===== config.mk =====
export PLATFORM = sky130hd
export DESIGN_NAME = writeback_regfile_flat
export DESIGN_NICKNAME = d
export VERILOG_FILES = /design/src/rtl/writeback_regfile_if.sv /design/src/rtl/writeback_regfile.sv /design/src/flat_wrapper.sv
export SDC_FILE = /design/constraint.sdc
export NUM_CORES = 1
export LEC_CHECK = 0
export BUFFER_PORTS_ARGS = -buffer_cell sky130_fd_sc_hd__buf_2
export CAP_MARGIN = 15
export CORE_MARGIN = 4
export CORE_UTILIZATION = 41
export DETAILED_ROUTE_END_ITERATION = 8
export GPL_ROUTABILITY_DRIVEN = 0
export GPL_TIMING_DRIVEN = 0
export PLACE_DENSITY = 0.57
export SETUP_SLACK_MARGIN = 0.3
export SYNTH_ARGS = -nofsm -noshare
export SYNTH_HDL_FRONTEND = slang
export SYNTH_SLANG_ARGS = --single-unit
export TNS_END_PERCENT = 1

===== constraint.sdc =====
create_clock -name clk -period 20.6 [get_ports clk]
set_input_delay 5.15 -clock clk [delete_from_list [all_inputs] [get_ports clk]]
set_output_delay 5.15 -clock clk [all_outputs]
set_load 0.02 [all_outputs]

===== src/rtl/writeback_regfile_if.sv =====
// Writeback/register-file bus: MEM/WB stage inputs, read ports and forwarding outputs.
// The master drives the pipeline side; the slave is the writeback_regfile.
interface writeback_regfile_if #(
  parameter int unsigned DATA_W = 16,
  parameter int unsigned ADDR_W = 4
);
  logic              regWrite;
  logic              mux3sel;
  logic              r0Write;
  logic [DATA_W-1:0] instruction;
  logic [DATA_W-1:0] dOut;
  logic [DATA_W-1:0] dIn;
  logic [DATA_W-1:0] r0data;
  logic [ADDR_W-1:0] readAddrA;
  logic [ADDR_W-1:0] readAddrB;
  logic [DATA_W-1:0] readDataA;
  logic [DATA_W-1:0] readDataB;
  logic [DATA_W-1:0] r0Out;
  logic [DATA_W-1:0] wbData;
  logic [ADDR_W-1:0] wbDest;
  logic              wbValid;
  logic [15:0]       retireCount;

  modport master (
    output regWrite, mux3sel, r0Write, instruction, dOut, dIn, r0data, readAddrA, readAddrB,
    input  readDataA, readDataB, r0Out, wbData, wbDest, wbValid, retireCount
  );

  modport slave (
    input  regWrite, mux3sel, r0Write, instruction, dOut, dIn, r0data, readAddrA, readAddrB,
    output readDataA, readDataB, r0Out, wbData, wbDest, wbValid, retireCount
  );
endinterface


===== src/rtl/writeback_regfile.sv =====
// Writeback select, register file with dedicated r0 write path, write-through read ports
// and a retired-write counter.
module writeback_regfile #(
  parameter int unsigned DATA_W   = 16,
  parameter int unsigned NUM_REGS = 16,
  parameter int unsigned ADDR_W   = 4,
  parameter int unsigned DEST_LSB = 8
) (
  input logic                clk,
  input logic                rst,
  writeback_regfile_if.slave bus
);

  logic [DATA_W-1:0] regs_q [NUM_REGS];
  logic [15:0]       retire_q;

  logic              reg_write;
  logic              r0_write;
  logic [DATA_W-1:0] r0_data;
  logic [DATA_W-1:0] wb_data;
  logic [ADDR_W-1:0] wb_dest;

  assign reg_write = bus.regWrite;
  assign r0_write  = bus.r0Write;
  assign r0_data   = bus.r0data;
  assign wb_data   = bus.mux3sel ? bus.dOut : bus.dIn;
  assign wb_dest   = bus.instruction[DEST_LSB+ADDR_W-1:DEST_LSB];

  // r0 path has priority over the general write path, both for bypass and for commit.
  function automatic logic [DATA_W-1:0] bypass(input logic [ADDR_W-1:0] addr,
                                               input logic [DATA_W-1:0] stored);
    logic [DATA_W-1:0] val;
    val = stored;
    if (rst) begin
      val = '0;
    end else if (r0_write && (addr == '0)) begin
      val = r0_data;
    end else if (reg_write && (addr == wb_dest)) begin
      val = wb_data;
    end
    return val;
  endfunction

  always_comb begin
    bus.readDataA = bypass(bus.readAddrA, regs_q[bus.readAddrA]);
    bus.readDataB = bypass(bus.readAddrB, regs_q[bus.readAddrB]);
    bus.r0Out     = bypass('0, regs_q[0]);
  end

  assign bus.wbData      = wb_data;
  assign bus.wbDest      = wb_dest;
  assign bus.wbValid     = reg_write;
  assign bus.retireCount = retire_q;

  always_ff @(posedge clk or posedge rst) begin
    if (rst) begin
      regs_q   <= '{default: '0};
      retire_q <= '0;
    end else begin
      if (reg_write) begin
        regs_q[wb_dest] <= wb_data;
      end
      if (r0_write) begin
        regs_q[0] <= r0_data;
      end
      if (reg_write || r0_write) begin
        retire_q <= retire_q + 16'd1;
      end
    end
  end

endmodule

===== src/flat_wrapper.sv =====
// flat-port wrapper written by rule: the top's interface ports become plain ports
module writeback_regfile_flat 
#(
  parameter int unsigned DATA_W   = 16,
  parameter int unsigned NUM_REGS = 16,
  parameter int unsigned ADDR_W   = 4,
  parameter int unsigned DEST_LSB = 8
)
  (clk, rst, bus_regWrite, bus_mux3sel, bus_r0Write, bus_instruction, bus_dOut, bus_dIn, bus_r0data, bus_readAddrA, bus_readAddrB, bus_readDataA, bus_readDataB, bus_r0Out, bus_wbData, bus_wbDest, bus_wbValid, bus_retireCount);
  writeback_regfile_if #(.DATA_W(DATA_W), .ADDR_W(ADDR_W)) bus_i ();
  input logic clk;
  input logic rst;
  input wire logic [$bits(bus_i.regWrite)-1:0] bus_regWrite;
  input wire logic [$bits(bus_i.mux3sel)-1:0] bus_mux3sel;
  input wire logic [$bits(bus_i.r0Write)-1:0] bus_r0Write;
  input wire logic [$bits(bus_i.instruction)-1:0] bus_instruction;
  input wire logic [$bits(bus_i.dOut)-1:0] bus_dOut;
  input wire logic [$bits(bus_i.dIn)-1:0] bus_dIn;
  input wire logic [$bits(bus_i.r0data)-1:0] bus_r0data;
  input wire logic [$bits(bus_i.readAddrA)-1:0] bus_readAddrA;
  input wire logic [$bits(bus_i.readAddrB)-1:0] bus_readAddrB;
  output wire logic [$bits(bus_i.readDataA)-1:0] bus_readDataA;
  output wire logic [$bits(bus_i.readDataB)-1:0] bus_readDataB;
  output wire logic [$bits(bus_i.r0Out)-1:0] bus_r0Out;
  output wire logic [$bits(bus_i.wbData)-1:0] bus_wbData;
  output wire logic [$bits(bus_i.wbDest)-1:0] bus_wbDest;
  output wire logic [$bits(bus_i.wbValid)-1:0] bus_wbValid;
  output wire logic [$bits(bus_i.retireCount)-1:0] bus_retireCount;
  assign bus_i.regWrite = bus_regWrite;
  assign bus_i.mux3sel = bus_mux3sel;
  assign bus_i.r0Write = bus_r0Write;
  assign bus_i.instruction = bus_instruction;
  assign bus_i.dOut = bus_dOut;
  assign bus_i.dIn = bus_dIn;
  assign bus_i.r0data = bus_r0data;
  assign bus_i.readAddrA = bus_readAddrA;
  assign bus_i.readAddrB = bus_readAddrB;
  assign bus_readDataA = bus_i.readDataA;
  assign bus_readDataB = bus_i.readDataB;
  assign bus_r0Out = bus_i.r0Out;
  assign bus_wbData = bus_i.wbData;
  assign bus_wbDest = bus_i.wbDest;
  assign bus_wbValid = bus_i.wbValid;
  assign bus_retireCount = bus_i.retireCount;
  writeback_regfile #(.DATA_W(DATA_W), .NUM_REGS(NUM_REGS), .ADDR_W(ADDR_W), .DEST_LSB(DEST_LSB)) u_core (.clk(clk), .rst(rst), .bus(bus_i));
endmodule

==> reports/metrics.cfg, run 1 <==
[run_status]
outcome=finished clean

[sta]
fin_setup_tns_ns=0
fin_skew_ns=0.01126
slew_headroom_pct=22.76
maxSlewViolCount=0
finalCritPeriodShare_pct=62.22
setup_slack_ns=7.783
worst_pin_slew_ns=1.126
hold_viol_final=0
fin_crit_ns=12.82
fmax_mhz=78.02
setup_viol=0
rsz0062_at_grt=no

[drt]
dr.max_layer_used=met4
drt-wirelength-per-cell_um=27.65
route.met3.wl_mm=5.336
dr.pass1.iters=6
detail_route.wirelength_mm=60.91
drt_iter0_drc=1553
met2_length_mm=28.80
met1Wirelength_mm=23.94
vias=13480
drc=0
via_per_inst=6.118
ant_nets=0

[worst_setup_path]
cp-end-kind=output port
startpoint_type=primary input
worstSetupPathType=in -> out
slowest_delay_ns=0.70
crit_path_max_fanout=10
cp_slowest_cell=clkbuf_1
cp.arrival_ns=7.67
critPathMostFrequentCell=buf_2
cp_cell_sequence=buf_2 > nor2b_1 > buf_1 > clkbuf_1 > a211oi_1 > o21ai_0 > a31oi_1 > buf_2
worstPathRequired_ns=15.45

[placement]
dp_hpwl_mm=44.51
dpl.cell_count=2146
place_area_mm2=0.01694
portBuffers=135
dp_slack_ns=7.975

[layout]
drive_above_1_share_pct=25.01
finalNetCount=1756
syn2layout_area_growth_pct=16.04
multi_input_area_mm2=0.007750
regArea_mm2=0.006807
fill_cells=3557
final_cells=2203
diodes=0
stdcell_area_mm2=0.01800

[grt]
grt_pass1_wl_mm=90.35
grtUsageTotal_pct=29.39
grt_pass1_vias=13750
overflow=0
grt_max_degree=66
antenna_found_initial=0

[floorplanning]
die-area_mm2=0.04102
die_width_um=202.5
die_h_um=202.5
pin_count=162
initial_utilization_pct=41.98
core_area_mm2=0.03696
rows=70

[power]
irDropWorstVdd_mv=0.04814
finalPower_mw=1.807
power.leakage_nw=7.774
power_density_mw_per_mm2=100.4

[clock_tree]
numCtsBuffers=34
hold_buffers=0
clock_sinks=272
cts_root_buf=clkbuf_16
clock_path_buffers=3
cts_htree_levels=2
clock_latency_ns=0.53
postCtsSetupBuffers=0
cts_tree=yes
ctsResizeCount=0
clk_pin_slew_ns=0.05

[logic_synthesis]
synth_area_per_cell_um2=10.32
synth.distinct_cells=44
syn_area_mm2=0.01552
ys_warn_count=0
async_reset_ff_share_pct=100.0
synth_seq_cells=272
synth_seq_area_share_pct=43.87
syn-num-nets=1581
synth-edff-count=0
ys.flop_type=dfrtp_1
synthCells=1503

[hold_path]
hold_class=reg -> reg

[flow_run]
maxCapViolations=0

kinds of logic (layout without fill, tap and decap cells):
family,after synthesis,count (layout),synth area share [%]
buffers and inverters,170,366,6.185
AOI/OAI and AO/OA,419,419,15.51
DFF,272,272,43.87
adders and majority gates,1,1,0.08063
muxes,199,199,21.43
xor gates and xnor gates,23,23,1.298
and+or+nand+nor,419,419,11.63
per-stage QoR:
step / hold WS (ns) / util [%]
finish: 0.4652 / 48.71
global placement: 0.4584 / 45.51
detailed placement: 0.4645 / 45.82
floorplan: 0.4561 / -
CTS: 0.4717 / 48.71
global route: 0.4986 / 48.71
cell usage after synthesis (all sizes together), types with 2 or more instances:
cell,number,area [um2]
nor4,2,12.51
o221ai,32,280.3
mux2,33,371.6
mux2i,70,790.8
nand2b,4,25.02
nand4,2,12.51
nand2,168,633.1
nor3,5,40.04
a31oi,32,212.7
mux4,96,2162
clkbuf,68,255.2
o2111ai,2,17.52
or2,6,37.54
inv,18,67.56
nor2b,28,175.2
nor2,171,641.9
and4,2,17.52
xnor2,16,140.1
a21oi,166,830.8
and3,2,12.51
nand3,8,50.05
o21ai,135,675.7
and2,18,112.6
dfrtp,272,6807
xor2,7,61.31
buf,84,636.9
a211oi,52,390.4
final timing paths:
kind,endpoint,cells after the start,slack [ns],from
min reg2reg,u_core.bus.retireCount[15],1,0.47,u_core.bus.retireCount[15]
min,u_core.bus.retireCount[15],1,0.47,u_core.bus.retireCount[15]
max reg2reg,u_core.bus.retireCount[8],5,18.97,u_core.bus.retireCount[0]
max in group asynchronous,u_core.regs_q[16],5,14.51,rst
max,bus_readDataB[10],8,7.78,bus_readAddrB[0]
min in group asynchronous,u_core.regs_q[182],3,4.98,rst
routing by layer:
layer	global-route usage (%)	up-vias
met4	12.22	0
met1	38.78	6806
met2	47.79	750
met5	0	-
li1	-	5770
met3	5.878	152
cell usage in the layout, fill, tap and decap left out, types with 35 or more instances in the layout:
cell type  count
dfrtp_1      272
mux2i_1       60
mux4_2        96
nand2_1      167
o21ai_0      124
buf_2        166
clkbuf_1      74
a21oi_1      166
nor2_1       171
a211oi_1      52
clkbuf_16     35
flip-flops by register name (all words and copies together) (netlist names):
signal,count
u_core.regs_q,256
u_core.bus.retireCount,16
critical path: cells and delay by family:
family / cells / cell delay (ns)
and+or+nand+nor: 1 / 0.17
buffers and inverters: 4 / 1.65
AOI/OAI and AO/OA: 3 / 0.68
where the power goes:
group	internal, mW	leakage [nW]	switching [mW]	total, mW
sequential	0.656	3.25	0.111	0.767
clock	0.350	0.529	0.239	0.589
combinational	0.211	4.00	0.240	0.451
total	1.22	7.77	0.590	1.81
cell type report:
class                   count  share of cell area [%]
well taps                 504                   3.502
multi-input cells        1061                   43.04
repair buffers            139                   4.364
clock inverters            11                  0.6185
plain buffers             152                   4.976
clock buffers              46                   5.316
flip-flops and latches    272                   37.80
inverters                  18                  0.3753
Note: power is estimated with default switching activity, not from simulation.
==> inputs of run 2 (changes only) <==
- clock period: 20.6 -> 12.9 ns (I/O delays scaled with it)
==> run 2 against run 1 <==
Against the previous run:
- design area down 0.13%
- global-route usage down 0.63 points
- sequential share of layout area up 0.050 points
- highest routed layer unchanged
- wire length down 1.1%
==> reports/metrics.cfg, run 2 (synthesis results as in run 1) <==
[run_status]
outcome=finished clean

[clock_tree]
clock_path_buffers=3
clock_latency_ns=0.51
postCtsSetupBuffers=0
numCtsBuffers=34
clock_sinks=272
hold_buffers=0
cts_root_buf=clkbuf_16
cts_htree_levels=2
clk_pin_slew_ns=0.06
cts_tree=yes
ctsResizeCount=0

[sta]
slew_headroom_pct=22.80
fin_crit_ns=8.871
maxSlewViolCount=0
setup_viol=0
fin_setup_tns_ns=0
rsz0062_at_grt=no
finalCritPeriodShare_pct=68.77
fmax_mhz=112.7
hold_slack_ns=0.4754
hold_viol_final=0
worst_pin_slew_ns=1.126
fin_skew_ns=0.002852

[grt]
grt_pass1_vias=13360
overflow=0
antenna_found_initial=0
grt_max_degree=110
grtUsageTotal_pct=28.75
grt_pass1_wl_mm=88.68

[power]
irDropWorstVdd_mv=0.07920
p_sw_share_pct=32.29
p_seq_share_pct=42.3
combPwrFrac_pct=24.8
p_int_mw=1.962
p_clk_share_pct=32.9
switchingPower_mw=0.9355
power.leakage_nw=7.761
power_density_mw_per_mm2=161.1
finalPower_mw=2.897

[drt]
drt-wirelength-per-cell_um=27.36
via_per_inst=6.066
drc=0
ant_nets=0
vias=13360
drt_iter0_drc=1746
detail_route.wirelength_mm=60.25
dr.pass1.iters=6

[layout]
fill_cells=3537
diodes=0
regArea_mm2=0.006807
largest-register=u_core.regs_q
multi_input_area_mm2=0.007750
layout_common_cells=272 x dfrtp_1, 171 x nor2_1, 167 x nand2_1
final_common_cell=dfrtp_1
drive_above_1_share_pct=24.73
largest_reg_flops=256
finalNetCount=1754
syn2layout_area_growth_pct=15.89

[floorplanning]
rows=70
initial_utilization_pct=41.98
die-area_mm2=0.04102
pin_count=162
core_area_mm2=0.03696
die_width_um=202.5
die_h_um=202.5

[worst_setup_path]
crit_path_max_fanout=10
crit_family=buffers and inverters
startpoint_type=primary input
cp-end-kind=output port
crit_buf_inv=4
critPathMostFrequentCell=buf_2
slowest_delay_ns=0.68
cp.arrival_ns=5.65
cp_cell_sequence=buf_2 > nor2b_1 > buf_1 > clkbuf_1 > a211oi_1 > o21ai_0 > a31oi_1 > buf_2
cp_slowest_cell=clkbuf_1
worstSetupPathType=in -> out
worstPathRequired_ns=9.68

[hold_path]
hold_class=reg -> reg

[placement]
portBuffers=135
dp_hpwl_mm=43.95

[flow_run]
maxCapViolations=0

==> run 2: layer usage <==
| metal | GRT usage [%] | part of all wire, % | vias to the layer above |
|---|---|---|---|
| met2 | 46.90 | 47 | 710 |
| li1 | - | - | 5765 |
| met4 | 11.54 | 4.6 | 0 |
| met3 | 5.287 | 8.4 | 153 |
| met5 | 0 | 0 | - |
| met1 | 38.29 | 40 | 6729 |
==> run 2: path summary, 6_finish.rpt <==
check | startpoint | to | slack (ns) | cells past startpoint
worst max-delay path | bus_readAddrB[0] | bus_readDataB[10] | 4.03 | 8
worst min-delay path | u_core.bus.retireCount[15] | u_core.bus.retireCount[15] | 0.48 | 1
worst max register to register | u_core.bus.retireCount[0] | u_core.bus.retireCount[8] | 11.31 | 5
worst min register to register | u_core.bus.retireCount[15] | u_core.bus.retireCount[15] | 0.48 | 1
max in group asynchronous | rst | u_core.regs_q[0] | 8.91 | 4
min in group asynchronous | rst | u_core.regs_q[181] | 3.01 | 3
==> run 2: cell type report <==
class	count	area share, %
Clock buffer	51	5.609
Multi-Input combinational cell	1061	43.10
Timing Repair Buffer	137	4.064
Sequential cell	272	37.85
Clock inverter	7	0.4732
Inverter	18	0.3758
Buffer	152	5.017
Tap cell	504	3.507
==> run 2: power groups by stage <==
stage                     clock network (mW)  registers [mW]  logic (mW)
after CTS                              0.957            1.22       0.711
after detailed placement                   0            1.23       0.707
after global routing                   0.996            1.25       0.778
after floorplan                            0            1.18       0.511
after global placement                     0            1.22       0.689
final                                  0.952            1.23       0.718
==> run 2: through the flow <==
step           area (um2)  util [%]  instances  worst slack [ns]
2_1_floorplan       15520         -       1503             2.075
3_3_place_gp        16820     45.52       2142            0.2215
3_5_place_dp        16890     45.69       2144             4.174
4_1_cts             17980     48.65       2202             4.163
5_1_grt             17980     48.65       2202             3.935
6_report            17980     48.65       2202             4.029
==> inputs of run 3 (changes only) <==
- clock period: 12.9 -> 8.72 ns (I/O delays scaled with it)
==> run 3 against run 2 <==
Against the previous run:
- sequential power up 47%
- final cell count is essentially flat
- flip-flop and latch count is the same
- design area barely moved
- clock skew grew 0.0055 ns
- combinational power grew 48%
- core utilization hardly changed
- hold slack got worse by 0.0041 ns
- clock power rose by 48%
- die area stayed put
- critical path type unchanged
- largest cell class unchanged
- highest routed layer unchanged
==> reports/metrics.cfg, run 3 (synthesis results as in run 1) <==
[run_status]
outcome=finished clean

[floorplanning]
rows=70
die_h_um=202.5
die-area_mm2=0.04102
pin_count=162
core_area_mm2=0.03696
die_width_um=202.5
initial_utilization_pct=41.98

[clock_tree]
ctsResizeCount=0
hold_buffers=0
clk_pin_slew_ns=0.05
clock_latency_ns=0.53
cts_htree_levels=2
clock_path_buffers=3
postCtsSetupBuffers=0
cts_root_buf=clkbuf_16
cts_tree=yes
clock_sinks=272
numCtsBuffers=34

[grt]
overflow=0
antenna_found_initial=1
grtUsageTotal_pct=28.91
grt_pass1_wl_mm=88.44
grt_pass1_vias=13570
grt_max_degree=149

[drt]
drt-wirelength-per-cell_um=27.38
drc=0
ant_nets=0
vias=13390
via_per_inst=6.083
dr.pass1.iters=5
detail_route.wirelength_mm=60.26
drt_iter0_drc=1441

[sta]
slew_headroom_pct=20.77
fin_setup_tns_ns=0
fmax_mhz=145.4
rsz0062_at_grt=no
fin_crit_ns=6.880
hold_viol_final=0
setup_viol=0
worst_pin_slew_ns=1.155
fin_skew_ns=0.008395
finalCritPeriodShare_pct=78.90
maxSlewViolCount=0

[power]
combPwrFrac_pct=24.8
p_clk_share_pct=32.9
power_density_mw_per_mm2=238.2
power.leakage_nw=7.763
irDropWorstVdd_mv=0.1438
switchingPower_mw=1.388
finalPower_mw=4.282
p_sw_share_pct=32.41
p_seq_share_pct=42.3
p_int_mw=2.894

[layout]
finalNetCount=1753
final_common_cell=dfrtp_1
drive_above_1_share_pct=24.99
multi_input_area_mm2=0.007750
layout_common_cells=272 x dfrtp_1, 171 x nor2_1, 167 x nand2_1
largest-register=u_core.regs_q
largest_reg_flops=256
syn2layout_area_growth_pct=15.85
final_cells=2201
regArea_mm2=0.006807
fin_util_pct=48.63
diodes=0
fill_cells=3533

[worst_setup_path]
r2r_slack_ns=7.10
cp_slowest_cell=clkbuf_1
cp.depth=8
crit_path_end=bus_readDataB[10]
cp-end-kind=output port
crit_family=buffers and inverters
crit_buf_inv=4
rr_worst_depth=5
startpoint_type=primary input
crit_start=bus_readAddrB[0]
slowest_delay_ns=0.70
rr_startpoint=u_core.bus.retireCount[0]
cp_cell_sequence=buf_2 > nor2b_1 > buf_1 > clkbuf_1 > a211oi_1 > o21ai_0 > a31oi_1 > buf_2
cp.arrival_ns=4.70
crit_path_max_fanout=10
critPathMostFrequentCell=buf_2
r2r-end=u_core.bus.retireCount[8]
worstSetupPathType=in -> out
worstPathRequired_ns=6.54

[placement]
portBuffers=135
dpl.cell_count=2143
dp_hpwl_mm=43.73

[hold_path]
hold_class=reg -> reg

[flow_run]
maxCapViolations=0

[run 3: cell count changes in the layout (fill, tap and decap cells not counted)]
cell / before / now
clkbuf_8: 4 / 6
clkbuf_16: 37 / 38
clkbuf_1: 78 / 73
clkinvlp_4: 0 / 1
clkinv_2: 5 / 7
buf_16: 2 / 1
bufinv_16: 2 / 1
[run 3: cell type report]
type / count / share of cell area [%]
buffer: 152 / 5.081
clock buffer: 49 / 5.736
clock inverter: 9 / 0.4037
inverter: 18 / 0.3759
multi-input combinational: 1061 / 43.12
sequential: 272 / 37.87
tap: 504 / 3.508
timing repair buffer: 136 / 3.912
[run 3: per-stage QoR]
| stage | area [um2] | hold WS (ns) | worst slack [ns] |
|---|---|---|---|
| 5_1_grt | 17970 | 0.5079 | 1.754 |
| 2_1_floorplan | 15520 | 0.4561 | 1.702 |
| 3_3_place_gp | 16830 | 0.4594 | 0.6251 |
| 6_report | 17970 | 0.4713 | 1.840 |
| 4_1_cts | 17970 | 0.4879 | 2.049 |
| 3_5_place_dp | 16870 | 0.4808 | 2.057 |
[run 3: layer usage]
metal	global-route usage, %	vias up	wire (um)
met5	0	-	0
met4	14.21	0	3381
met3	6.612	171	5365
met2	45.79	715	27690
met1	37.73	6747	23830
li1	-	5756	-
[run 3: power by group through the flow]
stage          Sequential, mW  Clock [mW]  Combinational (mW)
6_report                 1.81        1.41                1.06
5_1_grt                  1.84        1.48                1.16
4_1_cts                  1.80        1.43                1.05
3_5_place_dp             1.81           0                1.05
3_3_place_gp             1.80           0                1.02
2_1_floorplan            1.74           0               0.756
[run 3: how the worst min path moves through the flow]
stage	from	to	slack, ns	cells past startpoint
finish	u_core.bus.retireCount[15]	u_core.bus.retireCount[15]	0.47	1
global route	u_core.bus.retireCount[15]	u_core.bus.retireCount[15]	0.51	1
CTS	u_core.bus.retireCount[15]	u_core.bus.retireCount[15]	0.49	1
detailed placement	u_core.bus.retireCount[15]	u_core.bus.retireCount[15]	0.48	1
global placement	u_core.bus.retireCount[15]	u_core.bus.retireCount[15]	0.46	1
floorplan	u_core.regs_q[193]	u_core.regs_q[193]	0.46	2
